==> config.mk <==
export PLATFORM = sky130hd
export DESIGN_NAME = wb_ps2_rx_fifo
export DESIGN_NICKNAME = d
export VERILOG_FILES = /design/src/rtl/wb_ps2_rx_fifo.sv
export SDC_FILE = /design/constraint.sdc
export NUM_CORES = 1
export LEC_CHECK = 0
export CAP_MARGIN = 20
export CELL_PAD_IN_SITES_DETAIL_PLACEMENT = 2
export CELL_PAD_IN_SITES_GLOBAL_PLACEMENT = 2
export CORE_AREA = 5 5 146 148
export CTS_CLUSTER_DIAMETER = 40
export DETAILED_ROUTE_END_ITERATION = 7
export DIE_AREA = 0 0 151 153
export HOLD_SLACK_MARGIN = 0.08
export PLACE_DENSITY = 0.8
export SYNTH_ARGS = -nofsm -noshare
export SYNTH_HDL_FRONTEND = slang
export SYNTH_SLANG_ARGS = --single-unit
==> constraint.sdc <==
create_clock -name clk -period 3.6 [get_ports clk]
set_input_delay 0.72 -clock clk [delete_from_list [all_inputs] [get_ports clk]]
set_output_delay 0.72 -clock clk [all_outputs]
set_load 0.01 [all_outputs]
==> src/rtl/wb_ps2_rx_fifo.sv <==
// Wishbone PS/2 receiver with a parametrised byte FIFO, parity/stop checking and sticky error flags.
// Optional idle-clock watchdog enabled by defining PS2_RX_TIMEOUT_EN.
module wb_ps2_rx_fifo #(
  parameter int FIFO_DEPTH     = 16,
  parameter int FIFO_AW        = 4,
  parameter int SYNC_STAGES    = 2,
  parameter int TIMEOUT_CYCLES = 50000
) (
  input  logic        clk,
  input  logic        reset,
  input  logic        wb_stb_i,
  input  logic        wb_cyc_i,
  output logic        wb_ack_o,
  input  logic        wb_we_i,
  input  logic [31:0] wb_adr_i,
  input  logic [3:0]  wb_sel_i,
  input  logic [31:0] wb_dat_i,
  output logic [31:0] wb_dat_o,
  output logic        intr,
  input  logic        ps2_clk_in,
  input  logic        ps2_dat_in
);

  localparam logic [1:0] ST_IDLE   = 2'd0;
  localparam logic [1:0] ST_DATA   = 2'd1;
  localparam logic [1:0] ST_PARITY = 2'd2;
  localparam logic [1:0] ST_STOP   = 2'd3;

  localparam logic [7:0] ADR_CTRL = 8'h00;
  localparam logic [7:0] ADR_DATA = 8'h10;

  logic [SYNC_STAGES-1:0] clk_sync_reg;
  logic [SYNC_STAGES-1:0] dat_sync_reg;
  logic                   clk_prev_reg;
  logic                   clk_s;
  logic                   dat_s;
  logic                   fall;

  logic [1:0]         state_reg;
  logic [2:0]         bitcnt_reg;
  logic [7:0]         shift_reg;
  logic               parity_reg;

  logic [7:0]         mem [FIFO_DEPTH];
  logic [FIFO_AW:0]   wptr_reg;
  logic [FIFO_AW:0]   rptr_reg;
  logic [FIFO_AW:0]   count;
  logic               empty;
  logic               full;

  logic               irq_en_reg;
  logic               rx_en_reg;
  logic               ovf_reg;
  logic               perr_reg;
  logic               ferr_reg;
  logic               ack_reg;
  logic               intr_reg;
  logic [31:0]        dat_o_reg;

  logic               access;
  logic               ctrl_wr;
  logic               data_rd;
  logic               pop;
  logic               frame_done;
  logic               par_ok;
  logic               push_req;
  logic               do_push;
  logic               set_ovf;
  logic               set_perr;
  logic               set_ferr;
  logic               timeout_hit;
  logic [31:0]        stat_word;
  logic               unused_bits;

  // Idle-high reset value keeps a spurious falling edge from appearing after reset.
  always_ff @(posedge clk) begin
    if (reset) begin
      clk_sync_reg <= '1;
      dat_sync_reg <= '1;
      clk_prev_reg <= 1'b1;
    end else begin
      clk_sync_reg <= {clk_sync_reg[SYNC_STAGES-2:0], ps2_clk_in};
      dat_sync_reg <= {dat_sync_reg[SYNC_STAGES-2:0], ps2_dat_in};
      clk_prev_reg <= clk_s;
    end
  end

  assign clk_s = clk_sync_reg[SYNC_STAGES-1];
  assign dat_s = dat_sync_reg[SYNC_STAGES-1];
  assign fall  = clk_prev_reg & ~clk_s;

`ifdef PS2_RX_TIMEOUT_EN
  logic [31:0] to_cnt_reg;

  assign timeout_hit = rx_en_reg && (state_reg != ST_IDLE) && !fall &&
                       (to_cnt_reg == 32'(TIMEOUT_CYCLES - 1));

  always_ff @(posedge clk) begin
    if (reset || state_reg == ST_IDLE || fall || timeout_hit || !rx_en_reg)
      to_cnt_reg <= '0;
    else
      to_cnt_reg <= to_cnt_reg + 32'd1;
  end
`else
  localparam int unused_timeout = TIMEOUT_CYCLES;
  assign timeout_hit = 1'b0;
`endif

  always_ff @(posedge clk) begin
    if (reset || !rx_en_reg || timeout_hit) begin
      state_reg  <= ST_IDLE;
      bitcnt_reg <= '0;
    end else if (fall) begin
      case (state_reg)
        ST_IDLE: begin
          if (!dat_s) begin
            state_reg  <= ST_DATA;
            bitcnt_reg <= '0;
          end
        end
        ST_DATA: begin
          shift_reg  <= {dat_s, shift_reg[7:1]};
          bitcnt_reg <= bitcnt_reg + 3'd1;
          if (bitcnt_reg == 3'd7)
            state_reg <= ST_PARITY;
        end
        ST_PARITY: begin
          parity_reg <= dat_s;
          state_reg  <= ST_STOP;
        end
        default: state_reg <= ST_IDLE;
      endcase
    end
  end

  assign frame_done = rx_en_reg && fall && (state_reg == ST_STOP);
  assign par_ok     = ^{shift_reg, parity_reg};
  assign push_req   = frame_done & dat_s & par_ok;
  assign set_perr   = frame_done & dat_s & ~par_ok;
  assign set_ferr   = (frame_done & ~dat_s) | timeout_hit;

  assign count   = wptr_reg - rptr_reg;
  assign empty   = (count == '0);
  assign full    = (count == (FIFO_AW+1)'(FIFO_DEPTH));
  assign do_push = push_req & ~full;
  assign set_ovf = push_req & full;

  assign access  = wb_stb_i & wb_cyc_i & ~ack_reg;
  assign ctrl_wr = access & wb_we_i & (wb_adr_i[7:0] == ADR_CTRL);
  assign data_rd = access & ~wb_we_i & (wb_adr_i[7:0] == ADR_DATA);
  assign pop     = data_rd & ~empty;

  always_ff @(posedge clk) begin
    if (do_push)
      mem[wptr_reg[FIFO_AW-1:0]] <= shift_reg;
  end

  always_ff @(posedge clk) begin
    if (reset) begin
      wptr_reg <= '0;
      rptr_reg <= '0;
    end else begin
      if (do_push)
        wptr_reg <= wptr_reg + 1'b1;
      if (pop)
        rptr_reg <= rptr_reg + 1'b1;
    end
  end

  // A hardware set in the same cycle as a write-one-to-clear keeps the flag set.
  always_ff @(posedge clk) begin
    if (reset) begin
      irq_en_reg <= 1'b0;
      rx_en_reg  <= 1'b1;
      ovf_reg    <= 1'b0;
      perr_reg   <= 1'b0;
      ferr_reg   <= 1'b0;
    end else begin
      if (ctrl_wr) begin
        irq_en_reg <= wb_dat_i[0];
        rx_en_reg  <= wb_dat_i[1];
      end
      ovf_reg  <= set_ovf  | (ovf_reg  & ~(ctrl_wr & wb_dat_i[10]));
      perr_reg <= set_perr | (perr_reg & ~(ctrl_wr & wb_dat_i[11]));
      ferr_reg <= set_ferr | (ferr_reg & ~(ctrl_wr & wb_dat_i[12]));
    end
  end

  always_comb begin
    stat_word        = '0;
    stat_word[0]     = irq_en_reg;
    stat_word[1]     = rx_en_reg;
    stat_word[8]     = ~empty;
    stat_word[9]     = full;
    stat_word[10]    = ovf_reg;
    stat_word[11]    = perr_reg;
    stat_word[12]    = ferr_reg;
    stat_word[23:16] = 8'(count);
  end

  always_ff @(posedge clk) begin
    if (reset) begin
      ack_reg   <= 1'b0;
      dat_o_reg <= '0;
      intr_reg  <= 1'b0;
    end else begin
      ack_reg  <= wb_stb_i & wb_cyc_i & ~ack_reg;
      intr_reg <= irq_en_reg & (~empty | ovf_reg | perr_reg | ferr_reg);
      if (access) begin
        if (wb_we_i)
          dat_o_reg <= '0;
        else if (wb_adr_i[7:0] == ADR_CTRL)
          dat_o_reg <= stat_word;
        else if (pop)
          dat_o_reg <= {23'b0, 1'b1, mem[rptr_reg[FIFO_AW-1:0]]};
        else
          dat_o_reg <= '0;
      end
    end
  end

  assign wb_ack_o = wb_stb_i & wb_cyc_i & ack_reg;
  assign wb_dat_o = dat_o_reg;
  assign intr     = intr_reg;

  assign unused_bits = ^{wb_sel_i, wb_adr_i[31:8], wb_dat_i[31:13], wb_dat_i[9:2]};

endmodule

==> results of run 1 <==
## kinds of logic (layout without fill, tap and decap cells)
kind of cell / count (synthesis) / after routing / share of synthesized area [%]
AOI/OAI and AO/OA: 55 / 55 / 4.63
xor gates and xnor gates: 10 / 10 / 1.33
adders and majority gates: 16 / 16 / 2.73
buffers and inverters: 46 / 102 / 3.14
DFF: 186 / 186 / 66.9
muxes: 46 / 46 / 12.3
other: 1 / 14 / 0.0492
and+or+nand+nor: 122 / 122 / 8.87
## synthesized netlist by cell type, drive strengths merged
library cell	instances
nand3b	2
a21oi	26
o211ai	1
nor3b	2
nor2	32
a2bb2oi	1
o21a	1
or4	4
buf	22
dfxtp	49
nand4b	9
or2	6
fa	1
a21boi	1
o21ai	5
nand2	15
inv	10
edfxtp	137
a211o	1
xor2	3
or4b	1
a22oi	10
mux4	38
mux2	3
o31ai	4
and3	16
nand4	1
or3	2
xnor2	6
nand3	4
and2	4
a211oi	3
nor3	4
nor2b	12
nand2b	5
clkbuf	14
ha	15
xnor3	1
mux2i	5
a32oi	2
conb	1
nor4	3
## per-stage QoR
step	hold slack [ns]	setup WS, ns	instances	utilization, %	total power [mW]
after floorplan	0.389	0.639	495	-	2.36
after global placement	0.394	0.345	789	42.0	2.37
after detailed placement	0.408	0.0326	789	42.0	2.38
after CTS	0.424	0.00145	821	44.8	4.16
after global routing	0.433	0.00891	821	44.9	4.27
final	0.422	0.0430	821	44.9	4.13
## timing repair
action	4_1_cts	5_1_grt
resized for setup	2	5
endpoints found under the setup margin	104	40
hold buffers	0	0
## routing by layer
layer | vias to the layer above | wire [um]
met5 | - | 0
met3 | 28 | 707
met1 | 2314 | 8110
met4 | 0 | 361
li1 | 1944 | -
met2 | 98 | 11100
## layout make-up
cell class	count	area, um^2	share of cell area (%)
clock buffer	23	500	5.60
clock inverter	9	62.6	0.700
inverter	10	37.5	0.420
multi-input combinational	263	2340	26.2
sequential	186	5100	57.0
tap	270	338	3.78
timing repair buffer	60	561	6.27
## final timing paths
check | depth (start not counted) | endpoint | from
worst max register to register | 9 | mem[4][7]$_DFFE_PP_ | wptr_reg[0]$_SDFFE_PP0P_
worst max-delay path | 9 | mem[4][7]$_DFFE_PP_ | wptr_reg[0]$_SDFFE_PP0P_
worst min register to register | 1 | dat_sync_reg[1]$_SDFF_PP1_ | dat_sync_reg[0]$_SDFF_PP1_
worst min-delay path | 1 | dat_sync_reg[1]$_SDFF_PP1_ | dat_sync_reg[0]$_SDFF_PP1_
## power breakdown
group          switching, mW  internal (mW)
Clock                  0.810          0.986
Combinational         0.0321         0.0249
Sequential           0.00165           2.27
==> flow_summary.yaml, run 1 <==
grt:
  first_global_vias: 4987
  grt.total_usage_pct: 18.4
  grt_use_met2_pct: 32.9
  grt.met1_usage_pct: 22.5
  antenna_found_initial: 0
  grt_first_pass_wirelength_mm: 31.3
  busiest_layer: "met2"
  gr-total-overflow: 0
  gr-usage-met3_pct: 3.55
  pin_count_of_the_biggest_net_entering_global_routing: 47
synthesis:
  syn_area_um2: 7610
  netlist.area_leader.share_pct: 54.0
  sequential_share_of_the_synthesized_area_pct: 66.9
  synthesis.yosys.warnings: 0
  ys_seq_elements: 186
  netlist-cell-type-count: 47
  synth.largest_area_cell: "edfxtp_1"
  synth.area.top_cells: "edfxtp_1, dfxtp_1, mux4_2"
  synthesis.instances: 482
  syn_area_per_cell_um2: 15.8
job:
  drv_cap: 0
sta:
  tightest_slew_ns: 0.906
  fin_tns_setup_ns: 0
  max_clock_freq_mhz: 281
  fin_worst_skew_ns: 0.00890
  final-hold-violation-count: 0
  layout_worst_path_cycle_share_pct: 98.8
  max_transition_viols_final: 0
  setup_viol_count_final: 0
  grt_setup_unrepaired: "no"
  minimum_clock_period_ns: 3.56
  slew-limit-headroom_pct: 39.5
floorplanning:
  row_count: 52
  num_ports: 109
  floorplan.core_area_um2: 19900
  fp.dieArea_um2: 23100
  die_w_um: 151
  overall_die_height_um: 153
  start_util_pct: 38.2
critical_path:
  regToRegSetupSlack_ns: 0.04
  worstSetupEndpointType: "register"
  critPathTopFamily: "simple AND/OR/NAND/NOR gates"
  critPathBufInv: 1
  worstSetupStartpointType: "register"
  worst_path_max_delay_cell: "and3_1"
  setup.worst_path.class: "register to register"
  critical_path.cell_chain: "inv_1, ha_1, fa_1, nor2b_1, o21ai_0, a21oi_1, a211oi_4, nor2_2, and3_1"
  crit_path_max_fanout: 14
  cp_data_required_time_ns: 3.67
  timing.critical_path.arrival_ns: 3.63
  critical_path_s_largest_stage_delay_ns: 0.59
cts:
  tritoncts: "yes"
  clk_pin_slew_worst_paths_ns: 0.07
  clk_latency_ns: 0.44
  cts_buffer_depth: 2
  htreeDepth: 4
  cts_root_buffer: "clkbuf_16"
  tritoncts_num_sinks: 186
  cts_inserted_buffers: 17
  cts_setup_buffers: 0
placement:
  dpl_cell_area_um2: 8360
  placer_congestion_estimate: 0.753
  post-dp-hpwl_mm: 13.8
  io_buffers: 39
detailed_routing:
  vias_per_cell: 5.34
  detailedRoute.firstIterationViolations: 318
  dr.pass1.iters: 7
  detail_route.drc_violations: 0
  number_of_vias_in_the_routed_layout: 4384
  total_routed_wirelength_mm: 20.3
  detail_route.wl_per_cell_um: 24.7
  post_detailed_route_count_of_antenna_violating_nets: 0
cells_and_area:
  most-common-layout-cells: "edfxtp_1, dfxtp_1, clkdlybuf4s50_1"
  design_area_um2: 8940
  drive_above_1_share_pct: 19.4
  num-fill-cells: 1953
  largest_register_ff_count: 128
  mostFrequentLayoutCell: "edfxtp_1"
  area_growth_syn_to_layout_pct: 17.4
  finish.net_count: 629
  antenna_cells_inserted: 0
outcome:
  outcome: "finished, final reports clean"
hold_path:
  worst_hold_path_class: "register to register"
power_and_ir_drop:
  power_density_of_the_placed_cells_nw_per_um2: 462
  total_leakage_power_nw: 2.91
  ir_worst_vdd_uv: 321
Note: power is estimated with default switching activity, not from simulation.
==> run 2: changes to the inputs <==
--- a/config.mk
+++ b/config.mk
@@ -14,6 +14,7 @@
 export DIE_AREA = 0 0 151 153
 export HOLD_SLACK_MARGIN = 0.08
 export PLACE_DENSITY = 0.8
+export SETUP_SLACK_MARGIN = 0.5
 export SYNTH_ARGS = -nofsm -noshare
 export SYNTH_HDL_FRONTEND = slang
 export SYNTH_SLANG_ARGS = --single-unit
==> run 2 against run 1 <==
Routed wire length rose by 1.6%. Largest power group unchanged. Highest routed layer unchanged. Critical path depth is 1 higher. Utilization is 0.56 points higher.
==> flow_summary.yaml, run 2 (synthesis gave the netlist of run 1 again) <==
power_and_ir_drop:
  switching_share_pct: 20.5
  power.total_mw: 4.13
  pwr-share-comb_pct: 1.4
  power.clock.fraction_pct: 43.6
  netSwitchingPower_mw: 0.848
  pwr-share-seq_pct: 55.0
  internal_dissipation_mw: 3.28
  power_density_of_the_placed_cells_nw_per_um2: 456
  total_leakage_power_nw: 2.92
  ir_worst_vdd_uv: 320
critical_path:
  worstSetupEndpointType: "register"
  worstSetupStartpointType: "register"
  setup.worst_path.class: "register to register"
  crit_path_max_fanout: 8
  timing.critical_path.arrival_ns: 3.21
  cp_data_required_time_ns: 3.79
floorplanning:
  overall_die_height_um: 153
  die_w_um: 151
  floorplan.core_area_um2: 19900
  row_count: 52
  start_util_pct: 38.2
  fp.dieArea_um2: 23100
  num_ports: 109
grt:
  antenna_found_initial: 0
  gr-total-overflow: 0
  first_global_vias: 5011
  pin_count_of_the_biggest_net_entering_global_routing: 47
  grt.total_usage_pct: 18.6
  grt_first_pass_wirelength_mm: 31.5
job:
  drv_cap: 0
placement:
  placer_congestion_estimate: 0.753
  dpl_cell_area_um2: 8360
  io_buffers: 39
  place_ws_ns: 0.0326
  post-dp-hpwl_mm: 13.8
cells_and_area:
  utilization_pct: 45.5
  mostFrequentLayoutCell: "edfxtp_1"
  largest_register_ff_count: 128
  antenna_cells_inserted: 0
  area_growth_syn_to_layout_pct: 18.8
  design_area_um2: 9050
  drive_above_1_share_pct: 22.7
  finish.net_count: 634
  most-common-layout-cells: "edfxtp_1, dfxtp_1, clkdlybuf4s50_1"
sta:
  max_clock_freq_mhz: 331
  final-hold-violation-count: 0
  tightest_slew_ns: 0.925
  grt_setup_unrepaired: "no"
  setup_viol_count_final: 0
  layout_worst_path_cycle_share_pct: 83.9
  fin_tns_setup_ns: 0
  final_critical_path_setup_slack_ns: 0.579
  max_transition_viols_final: 0
  minimum_clock_period_ns: 3.02
  fin_worst_skew_ns: 0.00744
  slew-limit-headroom_pct: 38.2
cts:
  cts_buffer_depth: 2
  clk_pin_slew_worst_paths_ns: 0.07
  clk_latency_ns: 0.43
  cts_inserted_buffers: 17
  tritoncts_num_sinks: 186
  cts_root_buffer: "clkbuf_16"
  htreeDepth: 4
  tritoncts: "yes"
detailed_routing:
  post_detailed_route_count_of_antenna_violating_nets: 0
  dr.pass1.iters: 5
  number_of_vias_in_the_routed_layout: 4367
  detail_route.drc_violations: 0
  detail_route.wl_per_cell_um: 25.0
  vias_per_cell: 5.29
  detailedRoute.firstIterationViolations: 284
  total_routed_wirelength_mm: 20.6
hold_path:
  worst_hold_path_class: "register to register"
outcome:
  outcome: "finished, final reports clean"
-- run 2: cell types whose count changed in the layout (fill, tap and decap cells not counted), sizes merged --
cell,change
nor2,+1
buf,+4
-- run 2: layout make-up --
class                           count  area [um^2]
Clock buffer                       23          500
Tap cell                          270          338
Timing Repair Buffer               64          591
Multi-Input combinational cell    264         2420
Sequential cell                   186         5100
Clock inverter                      9         62.6
Fill cell                        1937        10900
Inverter                           10         37.5
-- run 2: routing by layer --
metal  track usage [%]  part of all wire, %
met5                 0                    0
met4              5.53                  2.0
met3              3.55                  4.0
met2              33.3                   55
met1              22.5                   39
-- run 2: stage by stage --
| step | hold WS [ns] | std cells |
|---|---|---|
| final | 0.421 | 826 |
| after global routing | 0.433 | 826 |
| after CTS | 0.424 | 822 |
| after detailed placement | 0.408 | 789 |
| after global placement | 0.394 | 789 |
| after floorplan | 0.389 | 495 |
-- run 2: worst max-delay path, stage by stage, from the launching register on --
cell and delay, ns:
dfxtp_1 0.36, inv_2 0.07, ha_2 0.20, fa_1 0.52
nand2_1 0.07, nor2_2 0.14, or4b_4 0.50, a211oi_4 0.37
buf_4 0.20, nor2_2 0.08, and3_4 0.24
-- run 2: path summary, 6_finish.rpt --
path	cells past startpoint	startpoint	slack, ns	endpoint
min	1	dat_sync_reg[0]$_SDFF_PP1_	0.42	dat_sync_reg[1]$_SDFF_PP1_
max reg2reg	10	wptr_reg[0]$_SDFFE_PP0P_	0.58	mem[5][7]$_DFFE_PP_
max	10	wptr_reg[0]$_SDFFE_PP0P_	0.58	mem[5][7]$_DFFE_PP_
min reg2reg	1	dat_sync_reg[0]$_SDFF_PP1_	0.42	dat_sync_reg[1]$_SDFF_PP1_
-- run 2: repair_timing --
action,in CTS,in global routing
pin swaps,1,6
buffers inserted,1,3
resized for setup,18,18
endpoints found under the hold margin,0,0
endpoints found under the setup margin,122,134
hold buffers,0,0
gates cloned,0,1
-- run 2: power groups by stage --
stage	Clock [mW]	Combinational (mW)	Sequential, mW
global placement	0	0.0521	2.32
floorplan	0	0.0361	2.32
global route	1.93	0.0619	2.27
finish	1.80	0.0574	2.27
detailed placement	0	0.0561	2.32
CTS	1.83	0.0563	2.27
==> RTL change, RTL diff (settings of run 2) <==
`FIFO_DEPTH`: 16 -> 32.
--- a/src/rtl/wb_ps2_rx_fifo.sv
+++ b/src/rtl/wb_ps2_rx_fifo.sv
@@ -2,5 +2,5 @@
 // Optional idle-clock watchdog enabled by defining PS2_RX_TIMEOUT_EN.
 module wb_ps2_rx_fifo #(
-  parameter int FIFO_DEPTH     = 16,
+  parameter int FIFO_DEPTH     = 32,
   parameter int FIFO_AW        = 4,
   parameter int SYNC_STAGES    = 2,
Check against the original RTL: not equivalent (Yosys sat finds a counterexample within 4 cycles, from zero or initial values and one cycle with reset high).
==> RTL change against run 2 <==
Via count up 1.1%. Wire length up 2.3%. Area after synthesis down 0.76%. Count of clock-buffer cells in the layout down 5. Sequential cell count unchanged. Final area down 0.35%. Total power up 1.8%. Setup slack worse by 0.014 ns. Largest cell class unchanged. Largest power group unchanged. Highest routed layer unchanged.
==> RTL change: results (changes against run 2) <==
----------------------------------------------------
[Placed design]
  Post-placement cell area ... 8340 µm² (was 8360 µm²)
  Worst slack at placement ... 0.334 ns (was 0.0326 ns)
  Post-detail-place hpwl ... 13800 µm (about the same)
  Cell count after placement ... 783 (was 789)
  Routability-driven placement congestion ratio ... 0.744 (was 0.753)

[Finish]
  Clk cell area share ... 6.60% (was 6.22%)
  Multi-input gate area in the final layout ... 2310 µm² (was 2420 µm²)
  Non-filler cells, final ... 821 (was 826)
  Seq/total area ... 56.5% (was 56.3%)
  Non-clock buffering overhead ... 6.99% (was 6.53%)
  Count of non-CTS buffers in the layout ... 71 (was 64)
  Count of inverters not on the clock network in the layout ... 13 (was 10)
  Fraction of final layout cells with drive strength greater than 1 ... 22.3% (was 22.7%)
  CLK BUF ... 18 (was 23)

[Status]
  Result of the run ... finished clean (unchanged)

[Setup path]
  CP delay by family, top ... XOR/XNOR gates (was simple AND/OR/NAND/NOR gates)
  Largest fanout of any net on the critical path ... 18 (was 8)

[Timing]
  Measured slew at the worst slew-check pin ... 1.03 ns (was 0.925 ns)
  Worst-case clock skew ... 0.0137 ns (was 0.00744 ns)

[CTS]
  # resized after CTS ... 4 (was 18)
  Post-CTS repair timing setup buffer count ... 4 (was 1)

[Logic synthesis]
  Top cells by area in the synthesized netlist ... sky130_fd_sc_hd__edfxtp_1 54%, sky130_fd_sc_hd__dfxtp_1 13%, sky130_fd_sc_hd__mux4_2 11% (unchanged)
  Top cell types by occurrence after synthesis ... 137 x sky130_fd_sc_hd__edfxtp_1, 49 x sky130_fd_sc_hd__dfxtp_1, 38 x sky130_fd_sc_hd__mux4_2 (unchanged)
  Compound-Gate Fraction of Synth Area ... 4.85% (was 4.63%)
  Post-synthesis mux area share ... 12.3% (about the same)
  Sequential element share of the synthesized area ... 67.4% (was 66.9%)

[Pwr]
  NetSw ... 0.000911 W (was 0.000848 W)
  Clock group total power ... 0.00188 W (was 0.00180 W)
  VDD IR-drop max ... 0.298 mV (was 0.320 mV)
  Total power after layout ... 0.00421 W (was 0.00413 W)
  Static leakage ... 3.06 nW (was 2.92 nW)

[Global route]
  Largest net degree at the start of global routing ... 43 (was 47)
  Wire length of the first global-routing pass ... 31700 µm (was 31500 µm)

[Route]
  Routed vias ... 4415 (was 4367)
  Drt pass-1 iters ... 4 (was 5)
  Starting DRT DRC Count ... 277 (was 284)

----------------------------------------------------
[RTL change: cell types whose count changed after synthesis, moves of 4 or more]
cell / change
sky130_fd_sc_hd__nand4b_1: -9
sky130_fd_sc_hd__nor3_1: +4
sky130_fd_sc_hd__or3_1: +4
sky130_fd_sc_hd__a22oi_1: +9
sky130_fd_sc_hd__nor2b_1: -6
sky130_fd_sc_hd__o31ai_1: -4
sky130_fd_sc_hd__a21oi_1: -12
[RTL change: worst paths after layout]
path,endpoint,from,slack [ns],depth (start not counted)
max,mem[3][6],shift_reg[7],0.56,7
min,dat_sync_reg[1],dat_sync_reg[0],0.41,1
max reg2reg,mem[3][6],shift_reg[7],0.56,7
min reg2reg,dat_sync_reg[1],dat_sync_reg[0],0.41,1
[RTL change: layer usage]
metal	vias up	global-route usage, %	wire (µm)
li1	1919	-	-
met1	2358	22.9	8250
met2	108	33.5	11600
met3	30	3.29	852
met4	0	6.43	410
met5	-	0	0
